==> config.mk <==
export PLATFORM = sky130hd
export DESIGN_NAME = axi_byte_tx_flat
export DESIGN_NICKNAME = d
export VERILOG_FILES = /design/src/rtl/axi_alu_pkg.sv /design/src/rtl/axi_byte_tx_if.sv /design/src/rtl/axi_byte_tx.sv /design/src/flat_wrapper.sv
export SDC_FILE = /design/constraint.sdc
export NUM_CORES = 1
export LEC_CHECK = 0
export BUFFER_PORTS_ARGS = -buffer_cell sky130_fd_sc_hd__buf_2
export CORE_AREA = 2 2 84 86
export CTS_CLUSTER_SIZE = 12
export DETAILED_ROUTE_END_ITERATION = 8
export DIE_AREA = 0 0 86 88
export PLACE_DENSITY = 0.77
export SETUP_SLACK_MARGIN = 0.4
export SLEW_MARGIN = 20
export SYNTH_ARGS = -nofsm -noshare
export SYNTH_HDL_FRONTEND = slang
export SYNTH_SLANG_ARGS = --single-unit
==> constraint.sdc <==
create_clock -name clk -period 2.5 [get_ports clk]
set_clock_uncertainty 0.15 [all_clocks]
set_input_delay 0.375 -clock clk [delete_from_list [all_inputs] [get_ports clk]]
set_output_delay 0.375 -clock clk [all_outputs]
set_load 0.01 [all_outputs]
==> src/rtl/axi_alu_pkg.sv <==
// Shared types and constants for the ALU-to-FIFO byte transmit path.
package axi_alu_pkg;
    typedef enum logic [1:0] {
        TX_IDLE = 2'd0,
        TX_HDR  = 2'd1,
        TX_DATA = 2'd2
    } tx_state_e;

    localparam logic [3:0] HDR_SYNC = 4'hA;
    localparam int         BEAT_W   = 8;
endpackage

==> src/rtl/axi_byte_tx_if.sv <==
// Command input and valid/ready byte-beat output bundled for the byte transmitter.
interface axi_byte_tx_if #(
    parameter int DATA_W = 32
);
    import axi_alu_pkg::*;

    logic [DATA_W-1:0] in_data;
    logic [3:0]        in_nbytes;
    logic              in_valid;
    logic              in_ready;
    logic [BEAT_W-1:0] tx_data;
    logic              tx_valid;
    logic              tx_ready;
    logic              tx_last;

    modport master (
        input  in_data, in_nbytes, in_valid, tx_ready,
        output in_ready, tx_data, tx_valid, tx_last
    );

    modport slave (
        output in_data, in_nbytes, in_valid, tx_ready,
        input  in_ready, tx_data, tx_valid, tx_last
    );
endinterface

==> src/rtl/axi_byte_tx.sv <==
// Serialises one command word into an optional length header beat plus byte beats
// on a valid/ready channel; all channel outputs come straight from flops.
module axi_byte_tx
    import axi_alu_pkg::*;
#(
    parameter int DATA_W    = 32,
    parameter int MSB_FIRST = 0,
    parameter int HDR_EN    = 1
) (
    input  logic          clk,
    input  logic          reset,
    axi_byte_tx_if.master bus,
    output logic          busy,
    output logic [15:0]   stall_cnt
);
    localparam int         NBYTES   = DATA_W / 8;
    localparam logic [3:0] NBYTES_4 = 4'(NBYTES);

    tx_state_e         r_state;
    logic [DATA_W-1:0] r_shift;
    logic [3:0]        r_remain;
    logic [BEAT_W-1:0] r_tx_data;
    logic              r_tx_valid;
    logic              r_tx_last;
    logic              r_in_ready;
    logic [15:0]       r_stall_cnt;

    logic [3:0]        w_len;
    logic [3:0]        w_pad;
    logic [DATA_W-1:0] w_word;
    logic              w_accept;
    logic              w_beat_done;

    function automatic logic [BEAT_W-1:0] head_byte(input logic [DATA_W-1:0] w);
        if (MSB_FIRST != 0) begin
            return w[DATA_W-1 -: BEAT_W];
        end else begin
            return w[BEAT_W-1:0];
        end
    endfunction

    function automatic logic [DATA_W-1:0] shift_out(input logic [DATA_W-1:0] w);
        if (MSB_FIRST != 0) begin
            return w << BEAT_W;
        end else begin
            return w >> BEAT_W;
        end
    endfunction

    // Clamp length; for MSB-first, left-align byte nbytes-1 so it leaves first
    always_comb begin
        if ((bus.in_nbytes == 4'd0) || (bus.in_nbytes > NBYTES_4)) begin
            w_len = NBYTES_4;
        end else begin
            w_len = bus.in_nbytes;
        end
        w_pad = NBYTES_4 - w_len;
        if (MSB_FIRST != 0) begin
            w_word = bus.in_data << {w_pad, 3'b000};
        end else begin
            w_word = bus.in_data;
        end
    end

    assign w_accept    = bus.in_valid && r_in_ready;
    assign w_beat_done = r_tx_valid && bus.tx_ready;

    // Packet FSM: r_tx_data always holds the beat currently offered, r_shift the rest
    always_ff @(posedge clk) begin
        if (reset) begin
            r_state    <= TX_IDLE;
            r_shift    <= '0;
            r_remain   <= 4'd0;
            r_tx_data  <= '0;
            r_tx_valid <= 1'b0;
            r_tx_last  <= 1'b0;
            r_in_ready <= 1'b0;
        end else begin
            case (r_state)
                TX_IDLE: begin
                    r_in_ready <= 1'b1;
                    if (w_accept) begin
                        r_in_ready <= 1'b0;
                        r_remain   <= w_len;
                        r_tx_valid <= 1'b1;
                        if (HDR_EN != 0) begin
                            r_state   <= TX_HDR;
                            r_shift   <= w_word;
                            r_tx_data <= {HDR_SYNC, w_len};
                            r_tx_last <= 1'b0;
                        end else begin
                            r_state   <= TX_DATA;
                            r_shift   <= shift_out(w_word);
                            r_tx_data <= head_byte(w_word);
                            r_tx_last <= (w_len == 4'd1);
                        end
                    end
                end
                TX_HDR: begin
                    if (w_beat_done) begin
                        r_state   <= TX_DATA;
                        r_shift   <= shift_out(r_shift);
                        r_tx_data <= head_byte(r_shift);
                        r_tx_last <= (r_remain == 4'd1);
                    end
                end
                TX_DATA: begin
                    if (w_beat_done) begin
                        if (r_remain == 4'd1) begin
                            r_state    <= TX_IDLE;
                            r_remain   <= 4'd0;
                            r_tx_data  <= '0;
                            r_tx_valid <= 1'b0;
                            r_tx_last  <= 1'b0;
                            r_in_ready <= 1'b1;
                        end else begin
                            r_shift   <= shift_out(r_shift);
                            r_tx_data <= head_byte(r_shift);
                            r_remain  <= r_remain - 4'd1;
                            r_tx_last <= (r_remain == 4'd2);
                        end
                    end
                end
                default: begin
                    r_state    <= TX_IDLE;
                    r_tx_valid <= 1'b0;
                    r_tx_last  <= 1'b0;
                    r_in_ready <= 1'b0;
                end
            endcase
        end
    end

    // Backpressure statistics, saturating
    always_ff @(posedge clk) begin
        if (reset) begin
            r_stall_cnt <= 16'd0;
        end else if (r_tx_valid && !bus.tx_ready && (r_stall_cnt != 16'hFFFF)) begin
            r_stall_cnt <= r_stall_cnt + 16'd1;
        end
    end

    assign bus.in_ready = r_in_ready;
    assign bus.tx_data  = r_tx_data;
    assign bus.tx_valid = r_tx_valid;
    assign bus.tx_last  = r_tx_last;
    assign busy         = (r_state != TX_IDLE);
    assign stall_cnt    = r_stall_cnt;
endmodule

==> src/flat_wrapper.sv <==
// flat-port wrapper written by rule: the top's interface ports become plain ports
module axi_byte_tx_flat import axi_alu_pkg::*;
#(
    parameter int DATA_W    = 32,
    parameter int MSB_FIRST = 0,
    parameter int HDR_EN    = 1
)
  (clk, reset, busy, stall_cnt, bus_in_data, bus_in_nbytes, bus_in_valid, bus_tx_ready, bus_in_ready, bus_tx_data, bus_tx_valid, bus_tx_last);
  axi_byte_tx_if #(.DATA_W(DATA_W)) bus_i ();
  input  logic clk;
  input  logic reset;
  output logic busy;
  output logic [15:0] stall_cnt;
  input wire logic [$bits(bus_i.in_data)-1:0] bus_in_data;
  input wire logic [$bits(bus_i.in_nbytes)-1:0] bus_in_nbytes;
  input wire logic [$bits(bus_i.in_valid)-1:0] bus_in_valid;
  input wire logic [$bits(bus_i.tx_ready)-1:0] bus_tx_ready;
  output wire logic [$bits(bus_i.in_ready)-1:0] bus_in_ready;
  output wire logic [$bits(bus_i.tx_data)-1:0] bus_tx_data;
  output wire logic [$bits(bus_i.tx_valid)-1:0] bus_tx_valid;
  output wire logic [$bits(bus_i.tx_last)-1:0] bus_tx_last;
  assign bus_i.in_data = bus_in_data;
  assign bus_i.in_nbytes = bus_in_nbytes;
  assign bus_i.in_valid = bus_in_valid;
  assign bus_i.tx_ready = bus_tx_ready;
  assign bus_in_ready = bus_i.in_ready;
  assign bus_tx_data = bus_i.tx_data;
  assign bus_tx_valid = bus_i.tx_valid;
  assign bus_tx_last = bus_i.tx_last;
  axi_byte_tx #(.DATA_W(DATA_W), .MSB_FIRST(MSB_FIRST), .HDR_EN(HDR_EN)) u_core (.clk(clk), .reset(reset), .bus(bus_i), .busy(busy), .stall_cnt(stall_cnt));
endmodule
==> impl_metrics.env, run 1 <==
export IMPL_slew_headroom=0.514
export IMPL_drc=0
export IMPL_status="finished clean"
export IMPL_rr_worst_depth=7
export IMPL_grt_pass1_wl_microns=13200
export IMPL_r2r_slack_ns=0.36
export IMPL_pre_cts_ws_ns=0.252
export IMPL_yosys_area_top_type="dfxtp_1"
export IMPL_worstPathRequired_ns=2.58
export IMPL_ys_seq_area_frac=0.404
export IMPL_fp_dieH_microns=88
export IMPL_grt_max_degree=44
export IMPL_path_cells="buf_6 > ha_4 > a21boi_4 > or4_4 > nor2_4 > clkbuf_16 > a211oi_1"
export IMPL_drt_iter0_markers=141
export IMPL_cts_tree="yes"
export IMPL_placed_cells=491
export IMPL_start_kind="register"
export IMPL_core_sq_um=6640
export IMPL_pwr_share_clk=0.197
export IMPL_synth_most_common_cell="dfxtp_1"
export IMPL_drive_above_1_share=0.321
export IMPL_ys_types=48
export IMPL_pwr_share_comb=0.522
export IMPL_grt_pass1_vias=2844
export IMPL_synth_edf_count=0
export IMPL_stdcell_count=526
export IMPL_fin_nets=490
export IMPL_dieWidth_microns=86
export IMPL_rsz0062_at_grt="yes"
export IMPL_fin_crit_ns=2.14
export IMPL_fin_setup_tns_ns=0
export IMPL_max_stage_delay_ns=0.62
export IMPL_cp_arrival_ns=2.22
export IMPL_wl_per_cell_microns=16.7
export IMPL_leakage_uw=0.00163
export IMPL_gp_congestion=0.862
export IMPL_ios=68
export IMPL_clkSlewWorstSetupHoldPaths_ns=0.08
export IMPL_synth_top_cells_by_count="dfxtp_1, a21oi_1, a211oi_1, mux2i_1, nor2_1"
export IMPL_setup_worst_path_start="u_core.r_state[0]$_SDFFE_PP0P_"
export IMPL_yosys_area_top_type_share=0.404
export IMPL_syn_area_sq_um=3220
export IMPL_ir_worst_vdd_mv=0.759
export IMPL_dr_total_vias=3137
export IMPL_io_buffer_count=67
export IMPL_cp_slowest_cell="or4_4"
export IMPL_cts_buffers=9
export IMPL_utilization=0.632
export IMPL_pwr_share_seq=0.280
export IMPL_async_flop_share=0
export IMPL_synth_avg_cell_area_sq_um=8.99
export IMPL_drt_total_wl_microns=8770
export IMPL_path_max_fanout=6
export IMPL_ctsHtreeMaxLevel=3
export IMPL_setup_ws_ns=0.355
export IMPL_min_from="bus_in_data[31]"
export IMPL_ys_flop_type="dfxtp_1"
export IMPL_max_freq_ghz=0.466
export IMPL_syn_to_final_growth_pct=30.5
export IMPL_timing_rr_end="u_core.r_shift[5]$_SDFFE_PP0P_"
export IMPL_syn_nets=407
export IMPL_reg2reg_from="u_core.r_state[0]$_SDFFE_PP0P_"
export IMPL_grt_util_all_layers=0.220
export IMPL_cpLargestDelayFamily="simple AND/OR/NAND/NOR gates"
export IMPL_clkSinkCount=65
export IMPL_finalMaxSlewViolations=0
export IMPL_maxCapViolCount=0
export IMPL_syn_inst=358
export IMPL_drtAntennaViolNets=0
export IMPL_p_switching_uw=2090
export IMPL_worstSetupPathType="register to register"
export IMPL_initial_core_util=0.485
export IMPL_post_route_period_util=0.858
export IMPL_cp_num_buf_inv=2
export IMPL_core_rowCount=30
export IMPL_ys_warn_count=0
export IMPL_diodes=0
export IMPL_min_delay_path_depth=3
export IMPL_insertion_delay_ns=0.35
export IMPL_hold_viol=0
export IMPL_synth_seq_cells=65
export IMPL_overflow=0
export IMPL_drt_first_pass_iters=4
export IMPL_clockBufferDepth=2
export IMPL_intPower_uw=3180
export IMPL_power_density_nw_per_um2=1250
export IMPL_setup_viol=0
export IMPL_hp_class="input port to register"
export IMPL_crit_path_end_kind="register"
export IMPL_die_area_sq_um=7570
export IMPL_p_sw_frac=0.397
export IMPL_hold_end="u_core.r_shift[31]$_SDFFE_PP0P_"
export IMPL_postCtsHoldBufs=0
export IMPL_dp_hpwl_microns=5330
export IMPL_worstMarginPinSlew_ns=0.726
export IMPL_antenna_found_initial=0
export IMPL_cts_root_buf="clkbuf_8"
export IMPL_vias_per_cell=5.96
export IMPL_synth_area_top_cells="dfxtp_1, mux2i_1, a21oi_1, a211oi_1, ha_1"
[worst max-delay path by stage]
stage                                           end  slack [ns]  cells past startpoint
finish               u_core.r_shift[5]$_SDFFE_PP0P_        0.36                      7
global route         u_core.r_shift[5]$_SDFFE_PP0P_        0.31                      7
CTS                 u_core.r_shift[28]$_SDFFE_PP0P_        0.40                      7
detailed placement   u_core.r_shift[8]$_SDFFE_PP0P_        0.25                      7
global placement     u_core.r_shift[4]$_SDFFE_PP0P_        0.32                      7
floorplan           u_core.r_remain[3]$_SDFFE_PP0P_        0.42                      7
[area by class of cell]
class,count,area (sq um)
clock buffers,9,124
clock inverters,7,104
fillers,551,2440
inverters,14,55.1
multi-input cells,255,1890
flip-flops and latches,65,1310
well taps,80,100
repair buffers,96,614
[worst register-to-register path, stage by stage (launching register included)]
cell       delay (ns)
dfxtp_2          0.34
buf_6            0.12
ha_4             0.16
a21boi_4         0.15
or4_4            0.62
nor2_4           0.23
clkbuf_16        0.18
a211oi_1         0.08
[through the flow]
stage / power (uW) / instance area, sq um / hold WS [ns]
floorplan: 3170 / 3250 / 0.298
global placement: 3610 / 3660 / 0.305
detailed placement: 3670 / 3660 / 0.301
CTS: 4920 / 4010 / 0.141
global route: 5570 / 4200 / 0.146
finish: 5270 / 4200 / 0.144
[power groups by stage]
stage               registers (uW)  logic, uW  clock network [uW]
global placement              1460       2150                   0
detailed placement            1470       2210                   0
finish                        1480       2750                1040
floorplan                     1440       1720                   0
CTS                           1450       2430                1040
global route                  1510       2980                1090
[repair_timing]
| action | CTS | global route |
|---|---|---|
| buffers inserted | 8 | 9 |
| hold endpoints to repair | 0 | 0 |
| gates cloned | 0 | 2 |
| endpoints found under the setup margin | 48 | 52 |
| gates resized for setup | 14 | 21 |
| pin swaps | 3 | 9 |
[cell usage in the layout, fill, tap and decap left out, types with 3 or more instances in the layout]
cell type,n
nand2b_1,4
nor4_1,5
mux2i_1,28
a21boi_4,3
and3_1,3
o31ai_1,5
nand2_1,12
buf_6,3
nor3_1,7
dfxtp_2,3
a21oi_1,49
ha_1,5
ha_4,4
nand4_1,13
or4_1,5
buf_2,67
inv_1,10
o21ai_0,14
clkbuf_8,9
dfxtp_1,61
buf_4,22
a211oi_1,26
or3_1,5
a311oi_1,4
nor2_1,19
nand3_1,10
[cell families after synthesis]
family                   Yosys count  share of synthesized area
AO/OA/AOI/OAI                    119                      0.250
AND/OR/NAND/NOR                   97                      0.169
flip-flops                        65                      0.404
buffers and inverters             38                     0.0486
multiplexers                      29                     0.0906
adder cells (fa/ha/maj)            9                     0.0350
XOR/XNOR                           1                    0.00272
[sequential cells by signal (all words and copies together) (netlist names)]
name / cells
u_core.stall_cnt: 16
u_core.r_state: 2
u_core.bus.in_ready: 1
u_core.bus.tx_valid: 1
u_core.bus.tx_data: 8
u_core.r_shift: 32
u_core.r_remain: 4
u_core.bus.tx_last: 1
[per-layer routing]
metal,vias to the layer above,wire length (microns),GRT usage
met3,13,479,0.0556
met2,110,4480,0.370
met4,0,135,0.0866
li1,1514,-,-
met5,-,0,0
met1,1500,3670,0.271
Power figures use the tool's default switching activity.
==> run 2: changes to the inputs <==
--- a/config.mk
+++ b/config.mk
@@ -11,7 +11,6 @@
 export DETAILED_ROUTE_END_ITERATION = 8
 export DIE_AREA = 0 0 86 88
 export PLACE_DENSITY = 0.77
-export SETUP_SLACK_MARGIN = 0.4
 export SLEW_MARGIN = 20
 export SYNTH_ARGS = -nofsm -noshare
 export SYNTH_HDL_FRONTEND = slang
==> run 2 against run 1 <==
  * Fmax decreased by 4.5%
  * Non-clock buffer count decreased by 20
  * Setup slack got worse by 0.10 ns
  * Critical path depth decreased by 1
  * Highest routed layer unchanged
==> impl_metrics.env, run 2 (same netlist as run 1, synthesis figures left out) <==
export IMPL_setup_ws_ns=0.254
export IMPL_rr_worst_depth=6
export IMPL_diodes=0
export IMPL_crit_path_end_kind="register"
export IMPL_path_cells="inv_1 > ha_1 > or3b_2 > a2111oi_4 > mux2i_1 > nor2_1"
export IMPL_reg2reg_from="u_core.r_remain[1]$_SDFFE_PP0P_"
export IMPL_timing_rr_end="u_core.r_state[1]$_SDFFE_PP0P_"
export IMPL_grt_pass1_vias=2786
export IMPL_die_area_sq_um=7570
export IMPL_path_max_fanout=5
export IMPL_intPower_uw=2780
export IMPL_grt_pass1_wl_microns=13100
export IMPL_start_kind="register"
export IMPL_clockBufferDepth=2
export IMPL_worstMarginPinSlew_ns=0.607
export IMPL_wl_per_cell_microns=15.5
export IMPL_pre_cts_ws_ns=0.150
export IMPL_dieWidth_microns=86
export IMPL_nFillCells=587
export IMPL_postCtsHoldBufs=0
export IMPL_cp_slowest_cell="or3b_2"
export IMPL_core_sq_um=6640
export IMPL_hold_viol=0
export IMPL_status="finished clean"
export IMPL_cts_buffers=9
export IMPL_grt_util_all_layers=0.218
export IMPL_timing_critical_path_to="u_core.r_state[1]$_SDFFE_PP0P_"
export IMPL_drt_iter0_markers=196
export IMPL_vias_per_cell=5.92
export IMPL_insertion_delay_ns=0.34
export IMPL_pwr_share_comb=0.483
export IMPL_max_stage_delay_ns=0.57
export IMPL_setup_worst_path_start="u_core.r_remain[1]$_SDFFE_PP0P_"
export IMPL_multiInputGateArea_sq_um=1770
export IMPL_ios=68
export IMPL_cts_tree="yes"
export IMPL_regArea_sq_um=1300
export IMPL_dpl_cell_area_sq_um=3660
export IMPL_dr_wl_met3_microns=430
export IMPL_final_area_sq_um=3880
export IMPL_final_common_cell="buf_2"
export IMPL_largest_reg_flops=32
export IMPL_max_freq_ghz=0.445
export IMPL_ir_worst_vdd_mv=0.851
export IMPL_post_route_period_util=0.898
export IMPL_dr_total_vias=2994
export IMPL_clkSlewWorstSetupHoldPaths_ns=0.08
export IMPL_leakage_uw=0.00149
export IMPL_fin_crit_ns=2.25
export IMPL_overflow=0
export IMPL_pwr_share_seq=0.311
export IMPL_p_sw_frac=0.399
export IMPL_syn_to_final_growth_pct=20.4
export IMPL_cp_arrival_ns=2.30
export IMPL_setup_viol=0
export IMPL_drtAntennaViolNets=0
export IMPL_fin_nets=470
export IMPL_drive_above_1_share=0.249
export IMPL_r2r_slack_ns=0.25
export IMPL_drc=0
export IMPL_fin_setup_tns_ns=0
export IMPL_power_uw=4630
export IMPL_utilization=0.583
export IMPL_core_rowCount=30
export IMPL_cts_root_buf="clkbuf_8"
export IMPL_rsz0062_at_grt="no"
export IMPL_finalMaxSlewViolations=0
export IMPL_routed_top_layer="met4"
export IMPL_power_density_nw_per_um2=1200
export IMPL_pwr_share_clk=0.206
export IMPL_maxCapViolCount=0
export IMPL_drt_met1_wl_microns=3550
export IMPL_antenna_found_initial=0
export IMPL_hp_class="input port to register"
export IMPL_worstPathRequired_ns=2.56
export IMPL_drt_total_wl_microns=7850
export IMPL_worstSetupPathType="register to register"
export IMPL_p_switching_uw=1850
export IMPL_fp_dieH_microns=88
export IMPL_final_cell_mix="buf_2, dfxtp_1, a21oi_1"
export IMPL_gp_congestion=0.879
export IMPL_top_register="u_core.r_shift"
export IMPL_grt_max_degree=44
export IMPL_clkSinkCount=65
export IMPL_initial_core_util=0.485
export IMPL_routed_wl_met2_microns=3740
export IMPL_io_buffer_count=67
export IMPL_dp_hpwl_microns=5450
export IMPL_drt_first_pass_iters=4
export IMPL_ctsHtreeMaxLevel=3
export IMPL_post_cts_buffers=0
export IMPL_slew_headroom=0.593
==> run 2: cell count changes in the layout (fill, tap and decap cells not counted), moves of 3 or more <==
cell and delta:
dfxtp_2 -3, buf_4 -16, a21boi_4 -3, ha_4 -4, inv_1 +3, buf_6 -3, dfxtp_1 +4, ha_1 +4
==> run 2: worst min path at each step <==
stage	startpoint	end	slack (ns)	cells past startpoint
floorplan	u_core.r_shift[3]$_SDFFE_PP0P_	u_core.bus.tx_data[3]$_SDFFE_PP0P_	0.30	2
global placement	u_core.r_shift[6]$_SDFFE_PP0P_	u_core.bus.tx_data[6]$_SDFFE_PP0P_	0.31	2
global route	bus_in_data[29]	u_core.r_shift[29]$_SDFFE_PP0P_	0.16	3
finish	bus_in_data[28]	u_core.r_shift[28]$_SDFFE_PP0P_	0.16	3
detailed placement	u_core.bus.tx_data[3]$_SDFFE_PP0P_	u_core.bus.tx_data[3]$_SDFFE_PP0P_	0.31	2
CTS	bus_in_data[26]	u_core.r_shift[26]$_SDFFE_PP0P_	0.15	3
==> run 2: power groups by stage <==
stage | combinational (uW) | sequential [uW] | clock (uW)
final | 2240 | 1440 | 954
after global routing | 2490 | 1460 | 1010
after CTS | 2220 | 1440 | 968
after detailed placement | 2210 | 1460 | 0
after global placement | 2160 | 1450 | 0
after floorplan | 1680 | 1440 | 0
==> run 2: routing by layer <==
metal	global-route usage	vias to the layer above
li1	-	1485
met1	0.284	1408
met2	0.356	87
met3	0.0415	14
met4	0.0880	0
met5	0	-
==> run 2: critical path, delay by kind of cell (launching register included) <==
kind | cells | cell delay [ns]
and+or+nand+nor | 2 | 0.62
AOI/OAI and AO/OA | 1 | 0.45
DFF | 1 | 0.32
adders and majority gates | 1 | 0.24
muxes | 1 | 0.24
buffers and inverters | 1 | 0.10
==> run 2: cell type report <==
class	count	area share
Inverter	14	0.0136
Sequential cell	65	0.336
Multi-Input combinational cell	255	0.456
Tap cell	80	0.0258
Clock inverter	5	0.0158
Clock buffer	11	0.0391
Timing Repair Buffer	76	0.114
==> run 2: timing repair <==
action	CTS	global route
resized for setup	0	2
hold endpoints to repair	0	0
endpoints found under the setup margin	0	1
==> run 2: metrics by stage <==
step / hold slack, ns / cells
4_1_cts: 0.152 / 506
5_1_grt: 0.163 / 506
3_5_place_dp: 0.312 / 490
6_report: 0.160 / 506
3_3_place_gp: 0.306 / 490
2_1_floorplan: 0.298 / 358
==> run 3: changes to the inputs <==
--- a/config.mk
+++ b/config.mk
@@ -5,11 +5,12 @@
 export SDC_FILE = /design/constraint.sdc
 export NUM_CORES = 1
 export LEC_CHECK = 0
+export ABC_AREA = 1
 export BUFFER_PORTS_ARGS = -buffer_cell sky130_fd_sc_hd__buf_2
-export CORE_AREA = 2 2 84 86
+export CORE_AREA = 2 2 86 88
 export CTS_CLUSTER_SIZE = 12
 export DETAILED_ROUTE_END_ITERATION = 8
-export DIE_AREA = 0 0 86 88
+export DIE_AREA = 0 0 88 90
 export PLACE_DENSITY = 0.77
 export SLEW_MARGIN = 20
 export SYNTH_ARGS = -nofsm -noshare
==> run 3 against run 2 <==
  * Register-to-register slack improved by 0.24 ns
  * Die area increased by 4.7%
  * Clock-buffer cell count fell by 2
  * Sequential cell count stayed put
  * Sequential power up 9.7%
  * Setup slack improved by 0.24 ns
  * Global-route usage is 1.7 points lower
  * Hold slack gained 0.029 ns
  * Cell count rose by 31%
  * Critical path depth rose by 5
  * Fmax grew 12%
  * Design area grew 3.6%
==> impl_metrics.env, run 3 <==
export IMPL_status="finished clean"
export IMPL_ys_warn_count=0
export IMPL_core_rowCount=31
export IMPL_largest_reg_flops=32
export IMPL_insertion_delay_ns=0.34
export IMPL_rsz0062_at_grt="no"
export IMPL_cts_buffers=9
export IMPL_slew_headroom=0.669
export IMPL_cp_arrival_ns=2.09
export IMPL_fin_crit_ns=2.01
export IMPL_dr_total_vias=3227
export IMPL_drtAntennaViolNets=0
export IMPL_drive_above_1_share=0.184
export IMPL_hold_viol=0
export IMPL_synth_area_top_cells="dfxtp_1, nand2_1, nor2_1, mux2i_1, a21oi_1"
export IMPL_maxCapViolCount=0
export IMPL_fin_setup_tns_ns=0
export IMPL_diodes=0
export IMPL_ctsHtreeMaxLevel=3
export IMPL_grt_util_all_layers=0.200
export IMPL_setup_viol=0
export IMPL_synth_top_cells_by_count="nand2_1, nor2_1, dfxtp_1"
export IMPL_core_sq_um=7020
export IMPL_final_common_cell="nand2_1"
export IMPL_yosys_area_top_type="dfxtp_1"
export IMPL_drt_met1_wl_microns=3670
export IMPL_max_freq_ghz=0.499
export IMPL_antenna_found_initial=0
export IMPL_synth_compound_gate_area_share=0.0934
export IMPL_io_buffer_count=67
export IMPL_drt_total_wl_microns=7580
export IMPL_ys_seq_area_frac=0.381
export IMPL_synthMuxAreaShare=0.0703
export IMPL_dieWidth_microns=88
export IMPL_drt_first_pass_iters=4
export IMPL_dr_wl_met3_microns=302
export IMPL_overflow=0
export IMPL_top_register="u_core.r_shift"
export IMPL_drt_iter0_markers=153
export IMPL_ios=68
export IMPL_syn_area_sq_um=3420
export IMPL_initial_core_util=0.487
export IMPL_final_cell_mix="nand2_1, nor2_1, buf_2"
export IMPL_synth_top_family_by_area="simple AND/OR/NAND/NOR gates"
export IMPL_synth_most_common_cell="nand2_1"
export IMPL_start_kind="register"
export IMPL_async_flop_share=0
export IMPL_post_route_period_util=0.802
export IMPL_clkSlewWorstSetupHoldPaths_ns=0.08
export IMPL_synth_simple_area_share=0.335
export IMPL_clockBufferDepth=2
export IMPL_grt_pass1_vias=2936
export IMPL_gp_congestion=0.905
export IMPL_cts_root_buf="clkbuf_8"
export IMPL_routed_top_layer="met4"
export IMPL_syn_to_final_growth_pct=17.5
export IMPL_cts_tree="yes"
export IMPL_synth_edf_count=0
export IMPL_ys_types=30
export IMPL_routed_wl_met2_microns=3460
export IMPL_worstSetupPathType="register to register"
export IMPL_synth_fa_ha_area_frac=0.0330
export IMPL_synth_seq_cells=65
export IMPL_finalMaxSlewViolations=0
export IMPL_grt_max_degree=65
export IMPL_grt_pass1_wl_microns=12900
export IMPL_syn_inst=497
export IMPL_power_density_nw_per_um2=1270
export IMPL_power_uw=5080
export IMPL_post_cts_buffers=0
export IMPL_worstMarginPinSlew_ns=0.496
export IMPL_clkSinkCount=65
export IMPL_vias_per_cell=4.86
export IMPL_path_max_fanout=64
export IMPL_synth_avg_cell_area_sq_um=6.87
export IMPL_drc=0
export IMPL_synth_xor_xnor_area_share=0.0128
export IMPL_worstPathRequired_ns=2.59
export IMPL_yosys_area_top_type_share=0.381
export IMPL_post_cts_resized=0
export IMPL_dp_hpwl_microns=5330
export IMPL_leakage_uw=0.00181
export IMPL_hp_class="input port to register"
export IMPL_crit_path_end_kind="register"
export IMPL_ir_worst_vdd_mv=0.696
export IMPL_fp_dieH_microns=90
export IMPL_postCtsHoldBufs=0
export IMPL_syn_nets=546
export IMPL_ys_flop_type="dfxtp_1"
export IMPL_die_area_sq_um=7920
export IMPL_nFillCells=698
export IMPL_wl_per_cell_microns=11.4
export IMPL_fin_nets=609
-- run 3: changes by cell type after synthesis, moves of 5 or more --
cell and delta:
or3_1 -6, clkbuf_1 -11, nand4_1 -9, a21oi_1 -24, or4_1 -6, a211oi_1 -28, nand2_1 +134, o31ai_1 -5
nor4_1 -5, nor2_1 +86, nor3_1 -5, inv_1 +19, nand2_2 +5
-- run 3: kinds of logic after synthesis --
| logic type | after synthesis |
|---|---|
| AO/OA/AOI/OAI | 57 |
| XOR/XNOR | 5 |
| adder cells (fa/ha/maj) | 9 |
| buffers and inverters | 54 |
| flip-flops | 65 |
| multiplexers | 24 |
| AND/OR/NAND/NOR | 283 |
-- run 3: area by class of cell --
type / instances / area, sq um / share of cell area
multi-input cells: 378 / 1860 / 0.464
flip-flops and latches: 65 / 1300 / 0.324
repair buffers: 71 / 378 / 0.0941
inverters: 35 / 131 / 0.0327
clock buffers: 9 / 124 / 0.0309
well taps: 99 / 124 / 0.0309
clock inverters: 7 / 95.1 / 0.0237
-- run 3: final timing paths --
check	startpoint	to	slack, ns	cells after the start
worst max register to register	u_core.r_state[0]$_SDFFE_PP0P_	u_core.r_shift[26]$_SDFFE_PP0P_	0.49	11
worst min register to register	u_core.r_shift[2]$_SDFFE_PP0P_	u_core.bus.tx_data[2]$_SDFFE_PP0P_	0.32	2
worst max-delay path	u_core.r_state[0]$_SDFFE_PP0P_	u_core.r_shift[26]$_SDFFE_PP0P_	0.49	11
worst min-delay path	bus_in_data[31]	u_core.r_shift[31]$_SDFFE_PP0P_	0.19	5
-- run 3: through the flow --
stage / util / cell area [sq um] / hold WS [ns] / setup slack, ns / cells
after CTS: 0.572 / 4010 / 0.181 / 0.510 / 664
after global routing: 0.572 / 4010 / 0.202 / 0.327 / 664
final: 0.572 / 4010 / 0.189 / 0.494 / 664
after detailed placement: 0.541 / 3790 / 0.312 / 0.525 / 648
after global placement: 0.541 / 3790 / 0.314 / 0.633 / 648
after floorplan: - / 3420 / 0.292 / 0.756 / 497
-- run 3: layer usage --
metal | GRT usage | vias up
met5 | 0 | -
met2 | 0.318 | 86
met4 | 0.0859 | 0
met3 | 0.0303 | 15
met1 | 0.267 | 1434
li1 | - | 1692
-- run 3: power breakdown --
group          leakage (uW)  switching, uW  internal (uW)
sequential         0.000533            191           1390
clock             0.0000975            427            559
combinational       0.00118           1570            948
-- run 3: worst max-delay path, cell delays in order (launching register included) --
cell and delay, ns:
dfxtp_1 0.37, inv_1 0.11, ha_1 0.27, o21ai_1 0.13, nand2_1 0.10, inv_2 0.10, o21ai_4 0.10, nor2_8 0.10
buf_12 0.25, nand2_1 0.09, nand2_1 0.07, nor2_1 0.04
